**config.mk**
```make
export PLATFORM = sky130hd
export DESIGN_NAME = rice_core_csr_access_flat
export DESIGN_NICKNAME = d
export VERILOG_FILES = /design/src/rtl/rice_core_pkg.sv /design/src/rtl/rice_bus_if.sv /design/src/rtl/rice_core_csr_access.sv /design/src/flat_wrapper.sv
export SDC_FILE = /design/constraint.sdc
export NUM_CORES = 1
export LEC_CHECK = 0
export CORE_MARGIN = 2
export CORE_UTILIZATION = 65
export DETAILED_ROUTE_END_ITERATION = 7
export DONT_BUFFER_PORTS = 1
export PLACE_DENSITY = 0.81
export SYNTH_ARGS = -nofsm -noshare
export SYNTH_HDL_FRONTEND = slang
export SYNTH_SLANG_ARGS = --single-unit
```
**constraint.sdc**
```tcl
create_clock -name i_clk -period 2.35 [get_ports i_clk]
set_input_delay 0.3525 -clock i_clk [delete_from_list [all_inputs] [get_ports i_clk]]
set_output_delay 0.3525 -clock i_clk [all_outputs]
set_load 0.005 [all_outputs]
```
**src/rtl/rice_core_pkg.sv**
```systemverilog
// Shared types and helpers for the rice core CSR access path.
// Latency: n/a (types, constants and a combinational merge function only).
// Backpressure: n/a.
package rice_core_pkg;

  // CSR instruction flavour; encoding 0 is reserved and decodes as illegal
  typedef enum logic [1:0] {
    CSR_OP_RSVD = 2'd0,
    CSR_OP_RW   = 2'd1,
    CSR_OP_RS   = 2'd2,
    CSR_OP_RC   = 2'd3
  } rice_core_csr_op;

  typedef enum logic [1:0] {
    PRIV_U = 2'd0,
    PRIV_S = 2'd1,
    PRIV_H = 2'd2,
    PRIV_M = 2'd3
  } rice_core_privilege_level;

  typedef enum logic [2:0] {
    CSR_ST_IDLE   = 3'd0,
    CSR_ST_RD_REQ = 3'd1,
    CSR_ST_RD_RSP = 3'd2,
    CSR_ST_WR_REQ = 3'd3,
    CSR_ST_WR_RSP = 3'd4,
    CSR_ST_DONE   = 3'd5
  } rice_core_csr_state;

  // address[11:10] == 2'b11 marks a read-only CSR
  localparam logic [1:0] CSR_RO_FIELD = 2'b11;
  // address[9:8] holds the lowest privilege allowed to touch the CSR
  localparam int CSR_PRIV_LSB = 8;
  // merge function works at the widest supported XLEN; callers truncate
  localparam int CSR_MERGE_W = 64;

  // New CSR value from the old value and the rs1/zimm operand
  function automatic logic [CSR_MERGE_W-1:0] rice_core_csr_merge(
    input rice_core_csr_op          op,
    input logic [CSR_MERGE_W-1:0]   old_value,
    input logic [CSR_MERGE_W-1:0]   operand
  );
    logic [CSR_MERGE_W-1:0] result;
    case (op)
      CSR_OP_RW: result = operand;
      CSR_OP_RS: result = old_value | operand;
      CSR_OP_RC: result = old_value & ~operand;
      default:   result = old_value;
    endcase
    return result;
  endfunction

endpackage

```
**src/rtl/rice_bus_if.sv**
```systemverilog
// Simple request/response bus used for CSR access (non-posted writes).
// Latency: set by the slave; a response follows every accepted request.
// Backpressure: request_valid/request_ready handshake, response_ready from master.
interface rice_bus_if #(
  parameter int AW = 12,
  parameter int DW = 32
);
  logic          request_valid;
  logic          request_ready;
  logic [AW-1:0] address;
  logic          write;
  logic [DW-1:0] write_data;
  logic          response_valid;
  logic          response_ready;
  logic [DW-1:0] read_data;
  logic          error;

  modport master (
    output request_valid, address, write, write_data, response_ready,
    input  request_ready, response_valid, read_data, error
  );

  modport slave (
    input  request_valid, address, write, write_data, response_ready,
    output request_ready, response_valid, read_data, error
  );
endinterface

```
**src/rtl/rice_core_csr_access.sv**
```systemverilog
// Execute-stage CSR sequencer: privilege/RO check, then read-modify-write on the CSR bus.
// Latency: 5 cycles accept->done for read+write, 3 for a single access, 1 when statically illegal.
// Backpressure: o_ready only in IDLE; bus requests hold until request_ready; response_ready tied high.
module rice_core_csr_access
  import rice_core_pkg::*;
#(
  parameter int XLEN = 32
) (
  input  logic            i_clk,
  input  logic            i_rst_n,
  input  logic            i_flush,
  input  logic [1:0]      i_privilege_level,
  input  logic            i_valid,
  output logic            o_ready,
  input  logic [1:0]      i_op,
  input  logic [11:0]     i_address,
  input  logic [XLEN-1:0] i_operand,
  input  logic            i_rs1_zero,
  input  logic            i_rd_zero,
  output logic            o_done,
  output logic [XLEN-1:0] o_rd_value,
  output logic            o_illegal,
  rice_bus_if.master      csr_if
);

  rice_core_csr_state state_q, state_d;
  rice_core_csr_op    in_op;
  rice_core_csr_op    op_q;
  logic [11:0]        addr_q;
  logic [XLEN-1:0]    operand_q;
  logic [XLEN-1:0]    old_q;
  logic               write_q;
  logic               illegal_q;
  logic               flush_q;

  logic               accept;
  logic               acc_read;
  logic               acc_write;
  logic               acc_illegal;
  logic               req_hs;
  logic               rsp_hs;
  logic               flushing;

  assign in_op     = rice_core_csr_op'(i_op);
  assign accept    = (state_q == CSR_ST_IDLE) && i_valid && !i_flush;
  // CSRRW with rd=x0 must not read (no read side effects); CSRRS/C with rs1=x0 must not write
  assign acc_read  = !((in_op == CSR_OP_RW) && i_rd_zero);
  assign acc_write = (in_op == CSR_OP_RW) || !i_rs1_zero;
  assign acc_illegal = (in_op == CSR_OP_RSVD)
                    || (i_address[CSR_PRIV_LSB+1:CSR_PRIV_LSB] > i_privilege_level)
                    || ((i_address[11:10] == CSR_RO_FIELD) && acc_write);

  assign req_hs   = csr_if.request_valid && csr_if.request_ready;
  assign rsp_hs   = csr_if.response_valid && csr_if.response_ready;
  // a flush seen while a request was in flight is remembered until its response drains
  assign flushing = i_flush || flush_q;

  // State register
  always_ff @(posedge i_clk or negedge i_rst_n) begin
    if (!i_rst_n) begin
      state_q <= CSR_ST_IDLE;
    end else begin
      state_q <= state_d;
    end
  end

  // Next-state: skip bus phases not needed, drain issued requests on flush
  always_comb begin
    state_d = state_q;
    unique case (state_q)
      CSR_ST_IDLE: begin
        if (accept) begin
          if (acc_illegal)    state_d = CSR_ST_DONE;
          else if (acc_read)  state_d = CSR_ST_RD_REQ;
          else if (acc_write) state_d = CSR_ST_WR_REQ;
          else                state_d = CSR_ST_DONE;
        end
      end
      CSR_ST_RD_REQ: begin
        if (req_hs)       state_d = CSR_ST_RD_RSP;
        else if (i_flush) state_d = CSR_ST_IDLE;
      end
      CSR_ST_RD_RSP: begin
        if (rsp_hs) begin
          if (flushing)                state_d = CSR_ST_IDLE;
          else if (csr_if.error)       state_d = CSR_ST_DONE;
          else if (write_q)            state_d = CSR_ST_WR_REQ;
          else                         state_d = CSR_ST_DONE;
        end
      end
      CSR_ST_WR_REQ: begin
        if (req_hs)       state_d = CSR_ST_WR_RSP;
        else if (i_flush) state_d = CSR_ST_IDLE;
      end
      CSR_ST_WR_RSP: begin
        if (rsp_hs) state_d = flushing ? CSR_ST_IDLE : CSR_ST_DONE;
      end
      CSR_ST_DONE: state_d = CSR_ST_IDLE;
      default:     state_d = CSR_ST_IDLE;
    endcase
  end

  // Outputs: bus request decoded from state, completion gated by flush
  always_comb begin
    o_ready               = accept;
    o_done                = (state_q == CSR_ST_DONE) && !i_flush;
    o_illegal             = o_done && illegal_q;
    o_rd_value            = (o_done && !illegal_q) ? old_q : '0;
    csr_if.request_valid  = (state_q == CSR_ST_RD_REQ) || (state_q == CSR_ST_WR_REQ);
    csr_if.write          = (state_q == CSR_ST_WR_REQ);
    csr_if.address        = addr_q;
    csr_if.write_data     = XLEN'(rice_core_csr_merge(op_q, CSR_MERGE_W'(old_q),
                                                      CSR_MERGE_W'(operand_q)));
    csr_if.response_ready = 1'b1;
  end

  // Instruction capture, old-value latch and exception/flush bookkeeping
  always_ff @(posedge i_clk or negedge i_rst_n) begin
    if (!i_rst_n) begin
      op_q      <= CSR_OP_RSVD;
      addr_q    <= '0;
      operand_q <= '0;
      old_q     <= '0;
      write_q   <= 1'b0;
      illegal_q <= 1'b0;
      flush_q   <= 1'b0;
    end else begin
      if (accept) begin
        op_q      <= in_op;
        addr_q    <= i_address;
        operand_q <= i_operand;
        old_q     <= '0;
        write_q   <= acc_write;
        illegal_q <= acc_illegal;
        flush_q   <= 1'b0;
      end
      if ((state_q == CSR_ST_RD_RSP) && rsp_hs) begin
        old_q <= csr_if.read_data;
        if (csr_if.error) illegal_q <= 1'b1;
      end
      if ((state_q == CSR_ST_WR_RSP) && rsp_hs && csr_if.error) begin
        illegal_q <= 1'b1;
      end
      // flush racing a request handshake, or arriving while waiting for a response
      if (i_flush && (state_q != CSR_ST_IDLE) && (state_q != CSR_ST_DONE)) begin
        if (req_hs || (state_q == CSR_ST_RD_RSP) || (state_q == CSR_ST_WR_RSP)) begin
          flush_q <= 1'b1;
        end
      end
    end
  end

endmodule
```
**src/flat_wrapper.sv**
```systemverilog
// flat-port wrapper written by rule: the top's interface ports become plain ports
module rice_core_csr_access_flat import rice_core_pkg::*;
#(
  parameter int XLEN = 32
)
  (i_clk, i_rst_n, i_flush, i_privilege_level, i_valid, o_ready, i_op, i_address, i_operand, i_rs1_zero, i_rd_zero, o_done, o_rd_value, o_illegal, csr_if_request_valid, csr_if_address, csr_if_write, csr_if_write_data, csr_if_response_ready, csr_if_request_ready, csr_if_response_valid, csr_if_read_data, csr_if_error);
  rice_bus_if csr_if_i ();
  input  logic i_clk;
  input  logic i_rst_n;
  input  logic i_flush;
  input  logic [1:0] i_privilege_level;
  input  logic i_valid;
  output logic o_ready;
  input  logic [1:0] i_op;
  input  logic [11:0] i_address;
  input  logic [XLEN-1:0] i_operand;
  input  logic i_rs1_zero;
  input  logic i_rd_zero;
  output logic o_done;
  output logic [XLEN-1:0] o_rd_value;
  output logic o_illegal;
  output wire logic [$bits(csr_if_i.request_valid)-1:0] csr_if_request_valid;
  output wire logic [$bits(csr_if_i.address)-1:0] csr_if_address;
  output wire logic [$bits(csr_if_i.write)-1:0] csr_if_write;
  output wire logic [$bits(csr_if_i.write_data)-1:0] csr_if_write_data;
  output wire logic [$bits(csr_if_i.response_ready)-1:0] csr_if_response_ready;
  input wire logic [$bits(csr_if_i.request_ready)-1:0] csr_if_request_ready;
  input wire logic [$bits(csr_if_i.response_valid)-1:0] csr_if_response_valid;
  input wire logic [$bits(csr_if_i.read_data)-1:0] csr_if_read_data;
  input wire logic [$bits(csr_if_i.error)-1:0] csr_if_error;
  assign csr_if_request_valid = csr_if_i.request_valid;
  assign csr_if_address = csr_if_i.address;
  assign csr_if_write = csr_if_i.write;
  assign csr_if_write_data = csr_if_i.write_data;
  assign csr_if_response_ready = csr_if_i.response_ready;
  assign csr_if_i.request_ready = csr_if_request_ready;
  assign csr_if_i.response_valid = csr_if_response_valid;
  assign csr_if_i.read_data = csr_if_read_data;
  assign csr_if_i.error = csr_if_error;
  rice_core_csr_access #(.XLEN(XLEN)) u_core (.i_clk(i_clk), .i_rst_n(i_rst_n), .i_flush(i_flush), .i_privilege_level(i_privilege_level), .i_valid(i_valid), .o_ready(o_ready), .i_op(i_op), .i_address(i_address), .i_operand(i_operand), .i_rs1_zero(i_rs1_zero), .i_rd_zero(i_rd_zero), .o_done(o_done), .o_rd_value(o_rd_value), .o_illegal(o_illegal), .csr_if(csr_if_i));
endmodule
```
==> impl_metrics.prom <==
# TYPE chip_impl_metric gauge
chip_impl_info{name="result_of_the_run",value="completed"} 1
chip_impl_metric{name="cts.htree.levels",unit=""} 3
chip_impl_metric{name="design_power_total",unit="mW"} 5.81
chip_impl_metric{name="final-max-slew-violation-count",unit=""} 0
chip_impl_metric{name="die-width",unit="µm"} 89.0
chip_impl_metric{name="floorplan.initialDensity",unit=""} 0.680
chip_impl_metric{name="post-place-cells",unit=""} 654
chip_impl_metric{name="cp_data_required_time",unit="ns"} 2.00
chip_impl_metric{name="synth-seq-area-share",unit=""} 0.448
chip_impl_metric{name="global_route_wire_length_before_repair",unit="µm"} 18100
chip_impl_info{name="clk_root_buffer_cell",value="sky130_fd_sc_hd__clkbuf_8"} 1
chip_impl_info{name="cts_tree",value="built"} 1
chip_impl_metric{name="fraction_of_final_layout_cells_sized_beyond_drive_strength_1",unit=""} 0.0677
chip_impl_metric{name="synth.cell_area",unit="µm²"} 4690
chip_impl_metric{name="timing.max_cap.violations",unit=""} 0
chip_impl_info{name="synth-main-ff-cell",value="sky130_fd_sc_hd__dfrtp_1"} 1
chip_impl_metric{name="number_of_enable_type_register_cells_in_the_synthesized_netlist",unit=""} 0
chip_impl_info{name="setup_repair_after_global_routing_missed_its_margin",value="no"} 1
chip_impl_info{name="capturing_element_type_of_the_critical_path",value="output port"} 1
chip_impl_metric{name="period_minus_slack",unit="ns"} 2.21
chip_impl_metric{name="syn_area_per_cell",unit="µm²"} 7.98
chip_impl_metric{name="placeableCoreArea",unit="µm²"} 6910
chip_impl_metric{name="synth_async_sr_flop_share",unit=""} 1.00
chip_impl_metric{name="synth.distinct_cells",unit=""} 44
chip_impl_metric{name="setup-tns-final",unit="ns"} 0
chip_impl_metric{name="maxSlewHeadroom",unit=""} 0.567
chip_impl_metric{name="antenna_cells",unit=""} 0
chip_impl_metric{name="placement_row_count",unit=""} 30
chip_impl_metric{name="finClkSkew",unit="ns"} 0.0144
chip_impl_metric{name="antenna_violating_nets_post_route",unit=""} 0
chip_impl_metric{name="fillCellCount",unit=""} 578
chip_impl_metric{name="grt_util_all_layers",unit=""} 0.293
chip_impl_metric{name="drc",unit=""} 0
chip_impl_metric{name="final_net_count",unit=""} 662
chip_impl_metric{name="mappedNetlistNets",unit=""} 679
chip_impl_metric{name="place.detailed.hpwl",unit="µm"} 8100
chip_impl_metric{name="hold_viol_final",unit=""} 0
chip_impl_metric{name="cts.sink_count",unit=""} 84
chip_impl_metric{name="power.density_cell_area",unit="nW/µm²"} 1170
chip_impl_metric{name="number_of_buffers_created_by_cts",unit=""} 9
chip_impl_metric{name="cp_data_arrival_time",unit="ns"} 1.86
chip_impl_metric{name="portBuffers",unit=""} 0
chip_impl_metric{name="cts_max_path_buffers",unit=""} 2
chip_impl_metric{name="dr.pass1.iters",unit=""} 4
chip_impl_metric{name="initial_antenna_violation_count",unit=""} 0
chip_impl_metric{name="synthDominantCellAreaShare",unit=""} 0.448
chip_impl_metric{name="post_drt_wl_per_cell",unit="µm"} 17.5
chip_impl_info{name="synth_largest_area_cell",value="sky130_fd_sc_hd__dfrtp_1"} 1
chip_impl_metric{name="num_vias",unit=""} 4078
chip_impl_info{name="hold_path.class",value="in -> reg"} 1
chip_impl_metric{name="routabilityCongestion",unit=""} 0.892
chip_impl_metric{name="tightestPinTransition",unit="ns"} 0.649
chip_impl_metric{name="gr-total-overflow",unit=""} 0
chip_impl_metric{name="die_area",unit="µm²"} 7920
chip_impl_metric{name="critPathMaxFanout",unit=""} 20
chip_impl_metric{name="setup_viol",unit=""} 0
chip_impl_metric{name="power.ir.vdd_worst",unit="µV"} 649
chip_impl_metric{name="dieHeight",unit="µm"} 89.0
chip_impl_info{name="synth.cells.most_frequent",value="202 x sky130_fd_sc_hd__nand2_1, 84 x sky130_fd_sc_hd__dfrtp_1, 67 x sky130_fd_sc_hd__a211oi_1, 41 x sky130_fd_sc_hd__nor2_1, 36 x sky130_fd_sc_hd__and2_1"} 1
chip_impl_metric{name="maxClockFrequency",unit="MHz"} 452
chip_impl_metric{name="postSynthRegisterBits",unit=""} 84
chip_impl_metric{name="final_min_period_over_clock_period",unit=""} 0.942
chip_impl_metric{name="synth_cells",unit=""} 588
chip_impl_info{name="synth_top_cells_by_area",value="sky130_fd_sc_hd__dfrtp_1 45%, sky130_fd_sc_hd__nand2_1 16%, sky130_fd_sc_hd__a211oi_1 11%"} 1
chip_impl_metric{name="avgViaCountPerCell",unit=""} 6.07
chip_impl_metric{name="drt_iter0_drc",unit=""} 229
chip_impl_metric{name="clkTransAtPathRegs",unit="ns"} 0.10
chip_impl_metric{name="via_count_of_the_first_global_routing_pass",unit=""} 3909
chip_impl_metric{name="total_wire_length",unit="µm"} 11700
chip_impl_metric{name="yosys_warnings",unit=""} 0
chip_impl_info{name="synthMostInstantiatedCell",value="sky130_fd_sc_hd__nand2_1"} 1
chip_impl_info{name="setup.worst_path.class",value="reg -> out"} 1
chip_impl_info{name="crit_path_start_kind",value="flip-flop"} 1
chip_impl_metric{name="leakagePower",unit="nW"} 2.41
chip_impl_metric{name="flow.area_growth_from_synthesis",unit="%"} 5.54
chip_impl_metric{name="grt_max_degree",unit=""} 85
chip_impl_metric{name="clock_insertion_delay_worst_skew",unit="ns"} 0.34
chip_impl_metric{name="post_layout_nonfiller_instances",unit=""} 672
chip_impl_metric{name="ioPinCount",unit=""} 171
[worst paths after layout]
check | cells after the start | from | slack (ns) | to
worst max-delay path | 5 | u_core.state_q[1] | 0.14 | o_rd_value[2]
worst max register to register | 5 | u_core.state_q[2] | 0.62 | u_core.old_q[13]
min in group asynchronous | 2 | i_rst_n | 0.56 | u_core.old_q[9]
max in group asynchronous | 2 | i_rst_n | 1.43 | u_core.state_q[1]
worst min register to register | 2 | u_core.csr_if.address[11] | 0.51 | u_core.csr_if.address[11]
worst min-delay path | 2 | csr_if_read_data[4] | 0.11 | u_core.old_q[4]
[timing repair]
item                                   4_1_cts  5_1_grt
gates resized for setup                      0        3
hold buffers                                 2        0
buffers inserted                             0        0
endpoints found under the hold margin       84        0
setup endpoints to repair                    0       33
[layout by cell type, fill, tap and decap left out, types with 6 or more instances in the layout]
cell and count:
sky130_fd_sc_hd__a211oi_1 67, sky130_fd_sc_hd__and2_1 36, sky130_fd_sc_hd__buf_4 12, sky130_fd_sc_hd__clkbuf_8 9
sky130_fd_sc_hd__dfrtp_1 81, sky130_fd_sc_hd__inv_1 6, sky130_fd_sc_hd__nand2_1 202, sky130_fd_sc_hd__nand3_1 33
sky130_fd_sc_hd__nor2_1 40, sky130_fd_sc_hd__nor2b_1 33
[cells by family after synthesis]
kind of cell | Yosys count | share of synthesized area
AND/OR/NAND/NOR | 364 | 0.352
multiplexers | 1 | 0.00240
XOR/XNOR | 1 | 0.00187
adder cells (fa/ha/maj) | 3 | 0.00746
other | 1 | 0.000799
buffers and inverters | 49 | 0.0528
flip-flops | 84 | 0.448
AO/OA/AOI/OAI | 85 | 0.135
[report_power, final]
| part | switching [mW] | total [mW] | leakage [nW] | internal, mW |
|---|---|---|---|---|
| logic | 1.36 | 2.20 | 1.24 | 0.835 |
| clock network | 0.527 | 1.03 | 0.0935 | 0.501 |
| registers | 0.587 | 2.59 | 1.08 | 2.00 |
| total | 2.48 | 5.81 | 2.41 | 3.34 |
[registers in the layout, indices dropped and copies added, names as in the netlist]
| name | count |
|---|---|
| u_core.operand_q | 32 |
| u_core.old_q | 32 |
| u_core.csr_if.address | 12 |
| u_core.op_q | 2 |
| u_core.flush_q | 1 |
| u_core.illegal_q | 1 |
| u_core.state_q | 3 |
| u_core.write_q | 1 |
[worst max-delay path: stages, from the launching register on]
cell and delay (ns):
sky130_fd_sc_hd__dfrtp_2 0.51, sky130_fd_sc_hd__nor2_2 0.19, sky130_fd_sc_hd__and3_1 0.25, sky130_fd_sc_hd__and2b_1 0.17, sky130_fd_sc_hd__buf_4 0.21, sky130_fd_sc_hd__and2_1 0.19
[per-layer routing]
layer	vias to the layer above	wire, µm	track usage	part of all wire
met5	-	0	0	0
met2	157	5710	0.493	0.49
met4	0	176	0.0855	0.015
li1	1925	-	-	-
met1	1980	4920	0.374	0.42
met3	16	937	0.0813	0.080
[stage by stage]
step	cell area (µm²)	hold WS (ns)	worst slack (ns)	utilization
after floorplan	4690	0.0569	0.754	-
after global placement	4710	0.0588	0.467	0.682
after detailed placement	4710	0.0588	0.405	0.682
after CTS	4950	0.0907	0.0283	0.717
after global routing	4950	0.0895	0.0174	0.717
final	4950	0.105	0.137	0.717
[layout make-up]
type | count | area [µm²] | share of cell area
clock inverters | 6 | 71.3 | 0.0144
well taps | 96 | 120 | 0.0242
multi-input cells | 455 | 2360 | 0.476
repair buffers | 15 | 148 | 0.0298
clock buffers | 10 | 128 | 0.0258
inverters | 6 | 22.5 | 0.00455
flip-flops and latches | 84 | 2110 | 0.425
Power figures use the tool's default switching activity.
